[config.mk]
export PLATFORM = sky130hd
export DESIGN_NAME = imm_ext_unit_flat
export DESIGN_NICKNAME = d
export VERILOG_FILES = /design/src/rtl/imm_ext_if.sv /design/src/rtl/imm_ext_unit.sv /design/src/flat_wrapper.sv
export SDC_FILE = /design/constraint.sdc
export NUM_CORES = 1
export LEC_CHECK = 0
export BUFFER_PORTS_ARGS = -buffer_cell sky130_fd_sc_hd__buf_4
export CAP_MARGIN = 20
export CORE_UTILIZATION = 41
export DETAILED_ROUTE_END_ITERATION = 10
export SLEW_MARGIN = 20
export SYNTH_ARGS = -nofsm -noshare
export SYNTH_HDL_FRONTEND = slang
export SYNTH_SLANG_ARGS = --single-unit
[constraint.sdc]
create_clock -name clk -period 3.2 [get_ports clk]
set_clock_uncertainty 0.2 [all_clocks]
set_input_delay 0.32 -clock clk [delete_from_list [all_inputs] [get_ports clk]]
set_output_delay 0.32 -clock clk [all_outputs]
set_load 0.02 [all_outputs]
[src/rtl/imm_ext_if.sv]
// ----------------------------------------------------------------------------
// imm_ext_if : decode-side and operand-side handshake bundle for imm_ext_unit
// Rev 1.0    : initial release
// ----------------------------------------------------------------------------
`default_nettype none

interface imm_ext_if #(
   parameter int IN_W  = 15,
   parameter int OUT_W = 32
);
   logic             flush;
   logic             in_valid;
   logic             in_ready;
   logic [IN_W-1:0]  in_imm;
   logic [2:0]       in_mode;
   logic             out_valid;
   logic             out_ready;
   logic [OUT_W-1:0] out_data;
   logic             out_err;
   logic             prefix_pending;

   // Environment side: decode stage and operand-mux consumer.
   modport master (
      output flush, in_valid, in_imm, in_mode, out_ready,
      input  in_ready, out_valid, out_data, out_err, prefix_pending
   );

   // Unit side.
   modport slave (
      input  flush, in_valid, in_imm, in_mode, out_ready,
      output in_ready, out_valid, out_data, out_err, prefix_pending
   );
endinterface

`default_nettype wire

[src/rtl/imm_ext_unit.sv]
// ----------------------------------------------------------------------------
// imm_ext_unit : registered immediate extender (ZEXT/SEXT/UPPER/BRANCH/PREFIX)
// Rev 1.0      : initial release
// ----------------------------------------------------------------------------
`default_nettype none

module imm_ext_unit #(
   parameter int IN_W  = 15,
   parameter int OUT_W = 32,
   parameter int SHAMT = 2
) (
   input  logic     clk,
   input  logic     reset,
   imm_ext_if.slave bus
);

   localparam logic [2:0] c_MODE_ZEXT   = 3'd0;
   localparam logic [2:0] c_MODE_SEXT   = 3'd1;
   localparam logic [2:0] c_MODE_UPPER  = 3'd2;
   localparam logic [2:0] c_MODE_BRANCH = 3'd3;
   localparam logic [2:0] c_MODE_PREFIX = 3'd4;

   localparam logic [OUT_W-1:0] c_ONES   = '1;
   localparam logic [OUT_W-1:0] c_MASK_S = c_ONES >> (OUT_W - IN_W);
   localparam logic [OUT_W-1:0] c_MASK_D = c_ONES >> (OUT_W - 2*IN_W);

   typedef enum logic [0:0] {
      S_NOPFX   = 1'b0,
      S_HAVEPFX = 1'b1
   } state_t;

   state_t           r_state;
   logic [IN_W-1:0]  r_prefix;
   logic             r_prefix_pending;
   logic             r_out_valid;
   logic [OUT_W-1:0] r_out_data;
   logic             r_out_err;

   logic             w_in_ready;
   logic             w_accept;
   logic             w_have;
   logic             w_sign;
   logic [OUT_W-1:0] w_mask;
   logic [OUT_W-1:0] w_zext;
   logic [OUT_W-1:0] w_sext;
   logic [OUT_W-1:0] w_upper;
   logic [OUT_W-1:0] w_branch;
   logic [OUT_W-1:0] w_next_data;
   logic             w_next_err;

   assign w_in_ready = !bus.flush && (!r_out_valid || bus.out_ready);
   assign w_accept   = bus.in_valid && w_in_ready;
   assign w_have     = (r_state == S_HAVEPFX);

   // Effective operand is {prefix, imm} when a prefix is held, else imm alone.
   always_comb begin
      w_zext = OUT_W'(bus.in_imm);
      w_sign = bus.in_imm[IN_W-1];
      w_mask = c_MASK_S;
      if (w_have) begin
         w_zext = (OUT_W'(r_prefix) << IN_W) | OUT_W'(bus.in_imm);
         w_sign = r_prefix[IN_W-1];
         w_mask = c_MASK_D;
      end
      w_sext   = w_sign ? (w_zext | ~w_mask) : w_zext;
      w_upper  = OUT_W'(bus.in_imm) << (OUT_W - IN_W);
      w_branch = w_sext << SHAMT;
   end

   always_comb begin
      w_next_data = '0;
      w_next_err  = 1'b0;
      case (bus.in_mode)
         c_MODE_ZEXT:   w_next_data = w_zext;
         c_MODE_SEXT:   w_next_data = w_sext;
         c_MODE_UPPER:  w_next_data = w_upper;
         c_MODE_BRANCH: w_next_data = w_branch;
         c_MODE_PREFIX: w_next_data = '0;
         default:       w_next_err  = 1'b1;
      endcase
   end

   always_ff @(posedge clk) begin
      if (reset) begin
         r_state          <= S_NOPFX;
         r_prefix         <= '0;
         r_prefix_pending <= 1'b0;
         r_out_valid      <= 1'b0;
         r_out_data       <= '0;
         r_out_err        <= 1'b0;
      end else if (bus.flush) begin
         r_state          <= S_NOPFX;
         r_prefix_pending <= 1'b0;
         r_out_valid      <= 1'b0;
      end else begin
         // Drain first; a same-cycle load below overrides it with no bubble.
         if (r_out_valid && bus.out_ready) begin
            r_out_valid <= 1'b0;
         end
         if (w_accept) begin
            if (bus.in_mode == c_MODE_PREFIX) begin
               r_state          <= S_HAVEPFX;
               r_prefix         <= bus.in_imm;
               r_prefix_pending <= 1'b1;
            end else begin
               r_state          <= S_NOPFX;
               r_prefix_pending <= 1'b0;
               r_out_valid      <= 1'b1;
               r_out_data       <= w_next_data;
               r_out_err        <= w_next_err;
            end
         end
      end
   end

   assign bus.in_ready       = w_in_ready;
   assign bus.out_valid      = r_out_valid;
   assign bus.out_data       = r_out_data;
   assign bus.out_err        = r_out_err;
   assign bus.prefix_pending = r_prefix_pending;

endmodule

`default_nettype wire
[src/flat_wrapper.sv]
// flat-port wrapper written by rule: the top's interface ports become plain ports
module imm_ext_unit_flat 
#(
   parameter int IN_W  = 15,
   parameter int OUT_W = 32,
   parameter int SHAMT = 2
)
  (clk, reset, bus_flush, bus_in_valid, bus_in_imm, bus_in_mode, bus_out_ready, bus_in_ready, bus_out_valid, bus_out_data, bus_out_err, bus_prefix_pending);
  imm_ext_if #(.IN_W(IN_W), .OUT_W(OUT_W)) bus_i ();
  input  logic clk;
  input  logic reset;
  input wire logic [$bits(bus_i.flush)-1:0] bus_flush;
  input wire logic [$bits(bus_i.in_valid)-1:0] bus_in_valid;
  input wire logic [$bits(bus_i.in_imm)-1:0] bus_in_imm;
  input wire logic [$bits(bus_i.in_mode)-1:0] bus_in_mode;
  input wire logic [$bits(bus_i.out_ready)-1:0] bus_out_ready;
  output wire logic [$bits(bus_i.in_ready)-1:0] bus_in_ready;
  output wire logic [$bits(bus_i.out_valid)-1:0] bus_out_valid;
  output wire logic [$bits(bus_i.out_data)-1:0] bus_out_data;
  output wire logic [$bits(bus_i.out_err)-1:0] bus_out_err;
  output wire logic [$bits(bus_i.prefix_pending)-1:0] bus_prefix_pending;
  assign bus_i.flush = bus_flush;
  assign bus_i.in_valid = bus_in_valid;
  assign bus_i.in_imm = bus_in_imm;
  assign bus_i.in_mode = bus_in_mode;
  assign bus_i.out_ready = bus_out_ready;
  assign bus_in_ready = bus_i.in_ready;
  assign bus_out_valid = bus_i.out_valid;
  assign bus_out_data = bus_i.out_data;
  assign bus_out_err = bus_i.out_err;
  assign bus_prefix_pending = bus_i.prefix_pending;
  imm_ext_unit #(.IN_W(IN_W), .OUT_W(OUT_W), .SHAMT(SHAMT)) u_core (.clk(clk), .reset(reset), .bus(bus_i));
endmodule
==> results of run 1 <==
[critical path: cells and delay by family (launching register included)]
| kind | cells | cell delay (ps) |
|---|---|---|
| compound gates | 2 | 460 |
| flops | 1 | 800 |
| simple gates | 2 | 560 |
[per-stage QoR]
stage	cells	util	setup slack (ps)	instance area, um2
floorplan	261	-	1310	2400
global placement	371	0.504	967	2810
detailed placement	371	0.504	1020	2810
CTS	378	0.519	1060	2890
global route	378	0.519	853	2890
finish	378	0.519	1050	2890
[cell families after synthesis]
kind of cell           Yosys count
muxes                           16
and+or+nand+nor                100
buffers and inverters           25
DFF                             50
AOI/OAI and AO/OA               70
[flip-flops by register name, indices dropped and copies added, names as in the netlist]
register and count:
u_core.r_state 1, u_core.bus.out_valid 1, u_core.bus.out_err 1, u_core.r_prefix 15
u_core.bus.out_data 32
[area by class of cell]
| cell class | instances | area, um2 | share of cell area |
|---|---|---|---|
| multi-input cells | 186 | 1250 | 0.434 |
| flip-flops and latches | 50 | 1000 | 0.346 |
| repair buffers | 61 | 458 | 0.158 |
| well taps | 72 | 90.1 | 0.0312 |
| clock buffers | 5 | 68.8 | 0.0238 |
| clock inverters | 2 | 10.0 | 0.00346 |
| inverters | 2 | 7.51 | 0.00260 |
[cell usage in the layout (no fill, tap or decap), types with 2 or more instances in the layout]
cell / synthesis / routed
buf_4: 1 / 61
dfxtp_1: 50 / 50
nand2_1: 39 / 39
nor2_1: 35 / 35
mux2i_1: 15 / 15
o2bb2ai_1: 15 / 15
a222oi_1: 12 / 12
a22oi_1: 9 / 9
a22o_1: 8 / 8
nand2b_1: 6 / 6
a22oi_2: 6 / 6
a22o_2: 5 / 5
clkbuf_8: 0 / 5
o21ai_0: 4 / 4
nor2b_1: 3 / 3
nand3_1: 3 / 3
a21oi_1: 3 / 3
and2_1: 2 / 2
a221oi_1: 2 / 2
inv_1: 2 / 2
or2_2: 2 / 2
nand3b_1: 2 / 2
clkinv_2: 0 / 2
[worst max-delay path by stage]
stage	start	end
floorplan	u_core.bus.out_valid	u_core.bus.out_data[10]
global placement	bus_out_ready	u_core.bus.out_data[15]
detailed placement	bus_out_ready	u_core.bus.out_data[17]
CTS	u_core.bus.out_valid	u_core.bus.out_data[30]
global route	u_core.r_state	u_core.bus.out_data[27]
finish	u_core.r_state	u_core.bus.out_data[23]
[power by group]
part | total [W] | internal [W] | switching, W
clock | 0.000358 | 0.000147 | 0.000210
combinational | 0.000172 | 0.0000721 | 0.000100
sequential | 0.000640 | 0.000633 | 0.00000698
[metal layers]
layer	part of all wire	global-route usage
met5	0	0
met4	0.019	0.0722
met3	0.050	0.0430
met2	0.42	0.267
met1	0.51	0.290
==> impl_metrics.toml, run 1 <==
[grt]
grt-ovfl-total = 0
grt_use_total = 0.194
grt_pass1_wl_um = 9450
grt_antenna_before_repair = 0
grt_max_degree = 38
grt_pass1_vias = 1840

[sta]
rsz0062_at_grt = "no"
finalSetupTns_ps = 0
fin_crit_ps = 2150
report.final.slew_viol_count = 0
finalSetupViolations = 0
holdWs_ps = 45.5
max_freq_ghz = 0.464
tightest_slew_ps = 948
finalCritPeriodShare = 0.673
finalHoldViolations = 0
relSlewSlack = 0.365

[routing]
vias = 2081
detail_route.first_pass.iterations = 4
drt-wirelength-per-cell_um = 15.8
via_per_inst = 5.51
drt_iter0_drc = 113
drt_wl_total_um = 5990
antenna_left = 0
drc = 0

[synth]
synth-xor-area-share = 0
async_flop_share = 0
synthSimpleGateAreaFrac = 0.197
synthCells = 261
synth_fa_ha_area_frac = 0
yosys.area.top_type_share = 0.417
yosys.cell_types.count = 41
synth_flop_cell = "dfxtp_1"
syn-num-nets = 284
yosysTopAreaCell = "dfxtp_1"
synth.area.top_cells = "dfxtp_1, mux2i_1, nand2_1, nor2_1, o2bb2ai_1"
synth_top_family_by_area = "compound AO/OA/AOI/OAI gates"
syn_area_um2 = 2400
syn_area_per_cell_um2 = 9.20
synth_compound_area_frac = 0.258
synth_common_cells = "dfxtp_1, nand2_1, nor2_1"
synth_mux_area_frac = 0.0672
seq_area_frac_synth = 0.417
yosysMostFrequentCell = "dfxtp_1"
synth-edff-count = 0
synth_warnings = 0
synth_seq_cells = 50

[clock_tree]
clk_latency_ps = 310
numCtsBuffers = 5
clkTransAtPathRegs_ps = 90
ctsResizeCount = 0
post_cts_buffers = 0
clock-root-buffer = "clkbuf_8"
cts_buffer_depth = 2
htree_levels = 2
tritoncts = "yes"
cts_num_sinks = 50
holdBufCountCts = 0

[die]
die_y_um = 78.5
row_count = 27
die_area_um2 = 6170
die_w_um = 78.5
coreArea_um2 = 5570
boundaryPins = 59
initial_core_util = 0.431

[worst_hold_path]
hold_depth = 2
hold-path-endpoint = "u_core.bus.out_valid"
hold_path_class = "input pin to register"
worstHoldStart = "bus_flush"

[pwr]
ir_drop_uv = 167
leakage_nw = 1.31
p_total_w = 0.00117
p_per_area_nw_per_um2 = 405

[critical_path]
r2r_cells = 4
critPathMaxStageDelay_ps = 800
crit_chain = "nand2b_1 > nand2_1 > a222oi_1 > o2bb2ai_1"
critPathMaxFanout = 24
arrival_ps = 2140
endpoint_kind = "register"
rr_endpoint = "u_core.bus.out_data[23]"
r2r_start = "u_core.r_state"
critical-path-slowest-cell = "dfxtp_1"
required_ps = 3180
cp-start-kind = "register"
r2r_slack_ps = 1050
crit_type = "register to register"

[outcome]
status = "finished clean"

[placement]
globalplace.congestion = 0.850
hpwlAfterDp_um = 4120
port_buffers = 58

[run]
drv_cap = 0

[finish]
diodes = 0
drive_gt1_frac = 0.281
fill_cells = 554
nets = 329
area_growth_pct = 20.3
(Power assumes the default switching activity.)
==> inputs of run 2 (changes only) <==
- clock period: 3.2 -> 2.1 ns (I/O delays scaled with it)
==> impl_metrics.toml, run 2 (synthesized netlist as in run 1, its figures left out) <==
[outcome]
status = "finished clean"

[placement]
globalplace.congestion = 0.815
dp.cells = 377
port_buffers = 58
hpwlAfterDp_um = 4290

[clock_tree]
htree_levels = 2
clkTransAtPathRegs_ps = 80
clk_latency_ps = 310
post_cts_buffers = 0
clock-root-buffer = "clkbuf_8"
numCtsBuffers = 5
tritoncts = "yes"
cts_num_sinks = 50
cts_buffer_depth = 2

[finish]
largest_reg_flops = 32
postLayoutCoreUtil = 0.554
diodes = 0
layout_common_cells = "buf_4, dfxtp_1, nand2_1"
drive_gt1_frac = 0.281
area_growth_pct = 28.6
nets = 350
fin_cells = 399
mostFrequentLayoutCell = "buf_4"
fill_cells = 559

[grt]
grt_pass1_wl_um = 10100
grt_use_total = 0.211
grt_pass1_vias = 1932
grt_max_degree = 33
grt_antenna_before_repair = 0
grt-ovfl-total = 0

[routing]
antenna_left = 0
vias = 2216
drt-wirelength-per-cell_um = 16.0
detail_route.first_pass.iterations = 7
drc = 0
drt_iter0_drc = 166
drt_wl_total_um = 6400
via_per_inst = 5.55

[die]
initial_core_util = 0.431
boundaryPins = 59
die_w_um = 78.5
row_count = 27
coreArea_um2 = 5570
die_y_um = 78.5
die_area_um2 = 6170

[critical_path]
arrival_ps = 1930
startpoint = "u_core.bus.out_valid"
crit_chain = "nand2b_1 > nand4b_1 > buf_6 > mux2i_1 > nor2_1 > dlygate4sd3_1"
endpoint_kind = "register"
critPathMaxFanout = 16
crit_type = "register to register"
critPathMaxStageDelay_ps = 540
cp-start-kind = "register"
required_ps = 2100
critical-path-slowest-cell = "dlygate4sd3_1"
r2r_start = "u_core.bus.out_valid"

[worst_hold_path]
worstHoldStart = "bus_in_imm[2]"
hold_path_class = "input pin to register"

[pwr]
leakage_nw = 1.40
p_per_area_nw_per_um2 = 590
ir_drop_uv = 359

[sta]
fin_crit_ps = 1930
max_freq_ghz = 0.518
tightest_slew_ps = 931
finalHoldViolations = 0
rsz0062_at_grt = "no"
report.final.slew_viol_count = 0
finalSetupViolations = 0
finalCritPeriodShare = 0.920
relSlewSlack = 0.379
finalSetupTns_ps = 0

[run]
drv_cap = 0
==> run 2: final timing paths <==
| check | end | slack, ps | depth (start not counted) |
|---|---|---|---|
| setup reg to reg | u_core.r_prefix[0] | 170 | 6 |
| hold / removal | u_core.r_prefix[2] | 10 | 3 |
| hold reg to reg | u_core.bus.out_data[31] | 260 | 2 |
| setup / recovery | u_core.r_prefix[0] | 170 | 6 |
==> run 2: final cells by class <==
class / count / area, um2 / share of cell area
Clock buffer: 5 / 68.8 / 0.0223
Clock inverter: 2 / 10.0 / 0.00324
Inverter: 2 / 7.51 / 0.00243
Multi-Input combinational cell: 186 / 1250 / 0.406
Sequential cell: 50 / 1000 / 0.324
Tap cell: 72 / 90.1 / 0.0292
Timing Repair Buffer: 82 / 657 / 0.213
==> run 2: repair_timing <==
action	4_1_cts	5_1_grt
endpoints found under the hold margin	16	0
endpoints found under the setup margin	0	1
hold buffers	15	0
gates resized for setup	0	1
==> run 2: per-stage QoR <==
step | power (W) | worst slack [ps] | hold WS (ps) | cell area (um2)
finish | 0.00182 | 168 | 13.0 | 3090
global route | 0.00190 | 51.5 | 22.8 | 3090
global placement | 0.00127 | 237 | 240 | 2860
floorplan | 0.00116 | 211 | 83.0 | 2400
detailed placement | 0.00127 | 241 | 246 | 2860
CTS | 0.00183 | 134 | 2.56 | 3090
==> run 2: worst max-delay path: cells and delay by family, from the launching register on <==
family        cells  cell delay [ps]
buf+inv           2              770
flops             1              360
simple gates      3              260
mux               1              220
==> run 2: per-layer routing <==
layer | up-vias | share of wire | track usage
met4 | 0 | 0.013 | 0.0741
li1 | 1088 | - | -
met2 | 75 | 0.43 | 0.296
met5 | - | 0 | 0
met3 | 8 | 0.060 | 0.0453
met1 | 1045 | 0.50 | 0.312
==> run 2: where the power goes <==
| part | internal, W | switching, W |
|---|---|---|
| clock | 0.000225 | 0.000326 |
| sequential | 0.000965 | 0.0000104 |
| combinational | 0.000134 | 0.000161 |
| total | 0.00132 | 0.000497 |
